$ cat config.mk
export PLATFORM = sky130hd
export DESIGN_NAME = multu_seq_flat
export DESIGN_NICKNAME = d
export VERILOG_FILES = /design/src/rtl/multu_seq_if.sv /design/src/rtl/multu_seq.sv /design/src/flat_wrapper.sv
export SDC_FILE = /design/constraint.sdc
export NUM_CORES = 1
export LEC_CHECK = 0
export BUFFER_PORTS_ARGS = -buffer_cell sky130_fd_sc_hd__buf_2
export CAP_MARGIN = 20
export CORE_UTILIZATION = 50
export CTS_CLUSTER_SIZE = 30
export DETAILED_ROUTE_END_ITERATION = 10
export GPL_ROUTABILITY_DRIVEN = 1
export PLACE_DENSITY_LB_ADDON = 0.2
export SLEW_MARGIN = 25
export SYNTH_ARGS = -nofsm -noshare
export SYNTH_HDL_FRONTEND = slang
export SYNTH_SLANG_ARGS = --single-unit
$ cat constraint.sdc
create_clock -name clk -period 8.3 [get_ports clk]
set_input_delay 0.415 -clock clk [delete_from_list [all_inputs] [get_ports clk]]
set_output_delay 0.415 -clock clk [all_outputs]
set_load 0.01 [all_outputs]
$ cat src/rtl/multu_seq_if.sv
// Request/response bundle between the CPU pipeline and the MULTU/MADDU
// shift-add multiplier.
//   master : pipeline side, issues start/operands and watches busy/result
//   slave  : multiplier side
interface multu_seq_if #(
    parameter int WIDTH = 32
);
    logic                 start;
    logic                 isMADDU;
    logic [WIDTH-1:0]     opA;
    logic [WIDTH-1:0]     opB;
    logic                 busy;
    logic [2*WIDTH-1:0]   MULAns;
    logic                 MULTU;
    logic                 MADDU;

    modport master (
        output start, isMADDU, opA, opB,
        input  busy, MULAns, MULTU, MADDU
    );

    modport slave (
        input  start, isMADDU, opA, opB,
        output busy, MULAns, MULTU, MADDU
    );
endinterface

$ cat src/rtl/multu_seq.sv
// Iterative shift-add unsigned multiplier feeding the Hi/Lo register block.
// Retires BPC multiplier bits per clock; a WIDTH x WIDTH product takes
// WIDTH/BPC busy cycles and ends with a one-cycle MULTU or MADDU strobe
// that lines up with the new MULAns value.
// Optional build macro MUL_EARLY_EXIT_EN: finish as soon as the remaining
// multiplier bits are all zero instead of always running WIDTH/BPC steps.
module multu_seq #(
    parameter int WIDTH = 32,
    parameter int BPC   = 1
) (
    input  logic        clk,
    input  logic        reset,
    multu_seq_if.slave  bus
);
    localparam int N  = WIDTH / BPC;
    localparam int CW = $clog2(N + 1);

    typedef enum logic {
        IDLE,
        BUSY
    } state_t;

    state_t               state;
    logic [2*WIDTH-1:0]   mcand;
    logic [2*WIDTH-1:0]   acc;
    logic [2*WIDTH-1:0]   accNext;
    logic [WIDTH-1:0]     mplier;
    logic [WIDTH-1:0]     mplierNext;
    logic [CW-1:0]        cnt;
    logic [CW-1:0]        cntNext;
    logic                 flag;
    logic                 done;

    // One multiply step: add the shifted multiplicand for each of the BPC low
    // multiplier bits, and decide whether this step is the final one.
    always_comb begin
        accNext = acc;
        for (int i = 0; i < BPC; i++) begin
            if (mplier[i]) begin
                accNext = accNext + (mcand << i);
            end
        end
        mplierNext = mplier >> BPC;
        cntNext    = cnt - CW'(1);
`ifdef MUL_EARLY_EXIT_EN
        done = (cntNext == '0) || (mplierNext == '0);
`else
        done = (cntNext == '0);
`endif
    end

    // Control FSM plus datapath registers; strobes default low so they last
    // exactly one cycle after each completion.
    always_ff @(posedge clk) begin
        if (reset) begin
            state      <= IDLE;
            mcand      <= '0;
            mplier     <= '0;
            acc        <= '0;
            cnt        <= '0;
            flag       <= 1'b0;
            bus.busy   <= 1'b0;
            bus.MULAns <= '0;
            bus.MULTU  <= 1'b0;
            bus.MADDU  <= 1'b0;
        end else begin
            bus.MULTU <= 1'b0;
            bus.MADDU <= 1'b0;
            case (state)
                IDLE: begin
                    if (bus.start) begin
                        mcand    <= {{WIDTH{1'b0}}, bus.opA};
                        mplier   <= bus.opB;
                        acc      <= '0;
                        cnt      <= CW'(N);
                        flag     <= bus.isMADDU;
                        bus.busy <= 1'b1;
                        state    <= BUSY;
                    end
                end
                BUSY: begin
                    acc    <= accNext;
                    mcand  <= mcand << BPC;
                    mplier <= mplierNext;
                    cnt    <= cntNext;
                    if (done) begin
                        bus.MULAns <= accNext;
                        bus.busy   <= 1'b0;
                        bus.MULTU  <= ~flag;
                        bus.MADDU  <= flag;
                        state      <= IDLE;
                    end
                end
                default: begin
                    state <= IDLE;
                end
            endcase
        end
    end
endmodule

$ cat src/flat_wrapper.sv
// flat-port wrapper written by rule: the top's interface ports become plain ports
module multu_seq_flat 
#(
    parameter int WIDTH = 32,
    parameter int BPC   = 1
)
  (clk, reset, bus_start, bus_isMADDU, bus_opA, bus_opB, bus_busy, bus_MULAns, bus_MULTU, bus_MADDU);
  multu_seq_if #(.WIDTH(WIDTH)) bus_i ();
  input  logic clk;
  input  logic reset;
  input wire logic [$bits(bus_i.start)-1:0] bus_start;
  input wire logic [$bits(bus_i.isMADDU)-1:0] bus_isMADDU;
  input wire logic [$bits(bus_i.opA)-1:0] bus_opA;
  input wire logic [$bits(bus_i.opB)-1:0] bus_opB;
  output wire logic [$bits(bus_i.busy)-1:0] bus_busy;
  output wire logic [$bits(bus_i.MULAns)-1:0] bus_MULAns;
  output wire logic [$bits(bus_i.MULTU)-1:0] bus_MULTU;
  output wire logic [$bits(bus_i.MADDU)-1:0] bus_MADDU;
  assign bus_i.start = bus_start;
  assign bus_i.isMADDU = bus_isMADDU;
  assign bus_i.opA = bus_opA;
  assign bus_i.opB = bus_opB;
  assign bus_busy = bus_i.busy;
  assign bus_MULAns = bus_i.MULAns;
  assign bus_MULTU = bus_i.MULTU;
  assign bus_MADDU = bus_i.MADDU;
  multu_seq #(.WIDTH(WIDTH), .BPC(BPC)) u_core (.clk(clk), .reset(reset), .bus(bus_i));
endmodule
; ---- After elaboration in Yosys (flattened, before gate mapping)
; Cells that the tools add are included.
[op_classes]
n_addsub = 2
n_bitwise = 3
mux = 15
eq_ne = 2
n_reduce_logical = 5
[ops]
columns = op, n
row1 = 64-bit one-hot mux with 2 select lines, 2
row2 = 64-bit 2-to-1 mux, 3
row3 = 64-bit adder, 1
row4 = 32-bit one-hot mux with 2 select lines, 1
row5 = 32-bit 2-to-1 mux, 1
row6 = 6-bit one-hot mux with 2 select lines, 1
row7 = 6-bit logical NOT, 1
row8 = 6-bit 2-to-1 mux, 1
row9 = 2-bit AND reduction, 3
row10 = "6-bit by 1-bit subtractor with 6-bit output, second input constant", 1
row11 = 1-bit 2-to-1 mux, 4
row12 = "2-bit != test, second input constant", 2
row13 = 1-bit one-hot mux with 2 select lines, 2
row14 = 1-bit NOT, 3
row15 = 3-bit OR reduction, 1
[word_totals]
inputBits = 68
ff_bits = 235
out_inout_bits = 67
wordCells = 37

; ---- Logic depth before layout (Yosys ltp)
[depth]
ltp_word = 4
ltp_mapped = 13
depth_no_buf = 13

; ---- Least setup slack after synthesis
; OpenSTA, ideal clock, no wires.
[synth_path]
path_kind = reg-to-reg
from = reg u_core.acc[0]
to = reg u_core.bus.MULAns[62]
required_time_ns = 8.180
path_stages_with_launch = 14
slack_ns = 5.251
setup_ns = 0.120
arrival_time_ns = 2.929
cell_sequence = dfxtp_1 -> ha_1 -> inv_1 -> fa_1 -> nor2b_1 -> o2111ai_1 -> a2111oi_2 -> o21ai_1 -> a211oi_2 -> a41oi_2 -> o21ai_2 -> a211oi_2 -> xnor2_1 -> o31a_1
[synth_between]
elab_chain_cells = 2
[synth_lines]
columns = item, line
row1 = start: declaration, multu_seq.sv:25  ; logic [2*WIDTH-1:0] acc;
row2 = start signal: assignment, multu_seq.sv:82  ; acc <= accNext;
row3 = 64-bit adder, multu_seq.sv:40  ; accNext = accNext + (mcand << i);
row4 = 64-bit 2-to-1 mux, multu_seq.sv:39  ; if (mplier[i]) begin
row5 = end signal: assignment, multu_seq.sv:87  ; bus.MULAns <= accNext;
row6 = end: declaration, multu_seq_if.sv:24  ; output busy, MULAns, MULTU, MADDU
; Every way passes these cells.
; A chain may end at the register's enable or synchronous reset.

; ---- Worst setup path in the final report
[layout_path]
from = reg u_core.mcand[0]
to = reg u_core.bus.MULAns[62]
[layout_between]
elab_chain_cells = 2
[layout_lines]
columns = item, line
row1 = start: declaration, multu_seq.sv:24  ; logic [2*WIDTH-1:0] mcand;
row2 = start signal: assignment, multu_seq.sv:72  ; mcand <= {{WIDTH{1'b0}}, bus.opA};
row3 = start signal: assignment, multu_seq.sv:83  ; mcand <= mcand << BPC;
row4 = 64-bit adder, multu_seq.sv:40
row5 = 64-bit 2-to-1 mux, multu_seq.sv:39
; Every way passes these cells.

==> flow_metrics.py <==
metrics = {
    "status": {
        "outcome": "finished, violations left",
        "violations": "DRC",
    },
    "grt": {
        "grt_pass1_wl_mm": 60.76,
        "track_usage_pct": 26.50,
        "antenna_found_initial": 0,
        "grt_pass1_vias": 11650,
        "overflow": 0,
        "grt_start_max_net_pins": 105,
    },
    "synth": {
        "synth.top_cells.by_area": "dfxtp_1 (35%), a21oi_1 (9.5%), nor2_1 (7.2%)",
        "yosys.area.top_type": "dfxtp_1",
        "syn_area_per_cell_sq_um": 7.908,
        "synthCells": 1712,
        "syn-cell-area_sq_um": 13540,
        "synthFlopType": "dfxtp_1",
        "synthDominantCellAreaShare_pct": 34.75,
        "synthesis.nets": 1846,
        "yosysSeqAreaShare_pct": 34.75,
        "ys_seq_elements": 235,
        "synth-edff-count": 0,
        "async_flop_share_pct": 0,
        "ys_warn_count": 0,
        "synth_cell_types": 72,
    },
    "floorplan": {
        "initial_core_util_pct": 51.51,
        "rows": 59,
        "die_y_um": 166.5,
        "dieArea_sq_um": 27740,
        "die_w_um": 166.5,
        "io_pins": 135,
        "core-area_sq_um": 26280,
    },
    "setup_path": {
        "path_cells": "ha_1, inv_1, fa_1, nor2b_1, o2111ai_1, a2111oi_2, o21ai_1, a211oi_2, a41oi_2, o21ai_2, a211oi_2, xnor2_1, o31a_1",
        "cpMaxStageDelayCell": "a2111oi_2",
        "cp-end-kind": "register",
        "critPathArrivalTime_ns": 4.13,
        "path_common_cell": "a211oi_2",
        "crit_fanout": 4,
        "worstPathRequired_ns": 8.75,
        "start_kind": "register",
        "path_class": "register to register",
        "cpPeakStageDelay_ns": 0.44,
    },
    "layout": {
        "synthToLayoutAreaGrowth_pct": 12.04,
        "final_cell_count_no_fill": 2116,
        "final_cell_mix": "nor2_1 (258), a21oi_1 (257), dfxtp_1 (233), nand2_1 (147), buf_2 (132)",
        "final_area_sq_um": 15170,
        "final_common_cell": "nor2_1",
        "antenna_cells": 0,
        "drive_above_1_share_pct": 13.14,
        "num-nets-final": 1894,
    },
    "timing": {
        "fmax_ghz": 0.2716,
        "setup_viol": 0,
        "hold_ws_ns": 0.1485,
        "setup_tns_ns": 0,
        "period_share_pct": 44.36,
        "worst_pin_slew_ns": 1.025,
        "slew_headroom_pct": 31.58,
        "skew_ns": 0.008765,
        "slew_violations": 0,
        "rsz0062_at_grt": "no",
        "finalHoldViolations": 0,
        "fin_crit_ns": 3.682,
    },
    "pwr": {
        "leakagePower_nw": 6.485,
        "power.density_nw_per_um2": 172.6,
        "peakVddDrop_v": 0.0001391,
    },
    "placement": {
        "dpl.hpwl_mm": 25.92,
        "portBuffers": 134,
        "placed_cell_area_sq_um": 14250,
        "gp_congestion": 0.9282,
        "placedCellCount": 2066,
    },
    "clock_tree": {
        "clockBufferDepth": 3,
        "postCtsHoldBufs": 0,
        "root_buffer": "clkbuf_16",
        "cts_made_buffers": 27,
        "clock_latency_ns": 0.56,
        "tritoncts": "done",
        "postCtsSetupRepairBufs": 0,
        "cts_max_level": 1,
        "clk_pin_slew_worst_paths_ns": 0.06,
        "cts_resized": 0,
        "clock-sinks": 235,
    },
    "flow_run": {
        "maxCapViolCount": 0,
    },
    "routing": {
        "wl_per_cell_um": 17.52,
        "wirelength_mm": 37.07,
        "drt_first_pass_iters": 8,
        "drt-initial-drc-count": 811,
        "detail-route-antenna-nets": 0,
        "vias": 12340,
        "drc_errors": 7,
        "drt-vias-per-instance": 5.832,
    },
    "hold_path": {
        "hold_class": "input pin to register",
    },
}
==> metrics by stage <==
stage          power, mW  worst slack (ns)  util, %
3_5_place_dp       1.424             4.677    54.21
2_1_floorplan      1.361             5.251        -
4_1_cts            2.640             4.631    57.70
5_1_grt            2.712             4.364    57.72
6_report           2.618             4.618    57.72
3_3_place_gp       1.420             4.723    54.21
==> cell usage after synthesis, types with 6 or more instances <==
cell type  instances
mux2i_1           77
mux2_2            23
a22oi_1            7
nor2b_1           12
xnor2_1           37
clkbuf_1         102
a21oi_1          257
nor2_1           258
nand3_1           20
or3_1              6
nor3_1            32
a22o_1            19
o211ai_1          10
o21ai_1           15
a211oi_1          14
o31a_1             6
a31oi_1           13
dfxtp_1          235
a21boi_0           6
nand2_1          147
o21bai_1          13
nand4_1           22
a21o_1            32
inv_1             25
and2_1             9
buf_1             17
o21ai_0           59
ha_1              65
nor3b_1           59
nand2b_1          12
xor2_1            19
==> registers in the layout (all words and copies together) (netlist names) <==
signal	count
u_core.state	1
u_core.bus.busy	1
u_core.mcand	64
u_core.cnt	6
u_core.acc	64
u_core.bus.MULAns	64
u_core.bus.MULTU	1
u_core.flag	1
u_core.mplier	32
u_core.bus.MADDU	1
==> metal layers <==
metal  vias up  wire (um)  track usage, %
li1       6183          -               -
met1      5802      17400           36.52
met2       306      16750           43.77
met3        49       2104           3.493
met4         0        826           6.401
met5         -          0               0
==> layout make-up <==
| cell class | instances | area [sq um] |
|---|---|---|
| fill | 2447 | 11110 |
| timing repair buffer | 145 | 765.7 |
| sequential | 235 | 4710 |
| multi-input combinational | 1326 | 8263 |
| clock inverter | 8 | 115.1 |
| clock buffer | 42 | 802.0 |
| inverter | 25 | 93.84 |
| tap | 335 | 419.2 |
==> critical path: cells and delay by family, from the launching register on <==
kind                     cells  cell delay [ns]
AO/OA/AOI/OAI                8             2.25
flip-flops                   1             0.35
buffers and inverters        1             0.06
XOR/XNOR                     1             0.16
adder cells (fa/ha/maj)      2             0.58
AND/OR/NAND/NOR              1             0.17
==> power breakdown <==
part,switching [mW],internal [mW]
logic,0.135,0.0795
registers,0.0307,1.15
clock network,0.489,0.729
total,0.655,1.96
==> logic make-up after synthesis <==
logic type / Yosys count / synth area share [%]
AND/OR/NAND/NOR: 598 / 20.50
flip-flops: 235 / 34.75
XOR/XNOR: 56 / 3.623
multiplexers: 100 / 7.606
adder cells (fa/ha/maj): 66 / 6.155
AO/OA/AOI/OAI: 506 / 23.07
buffers and inverters: 151 / 4.298
==> worst paths after layout <==
path                   startpoint               endpoint  slack, ns  cells after the start
max               u_core.mcand[0]  u_core.bus.MULAns[62]       4.62                     13
min                   bus_isMADDU            u_core.flag       0.15                      3
max reg2reg       u_core.mcand[0]  u_core.bus.MULAns[62]       4.62                     13
min reg2reg  u_core.bus.MULAns[3]   u_core.bus.MULAns[3]       0.45                      2
(Power assumes the default switching activity.)
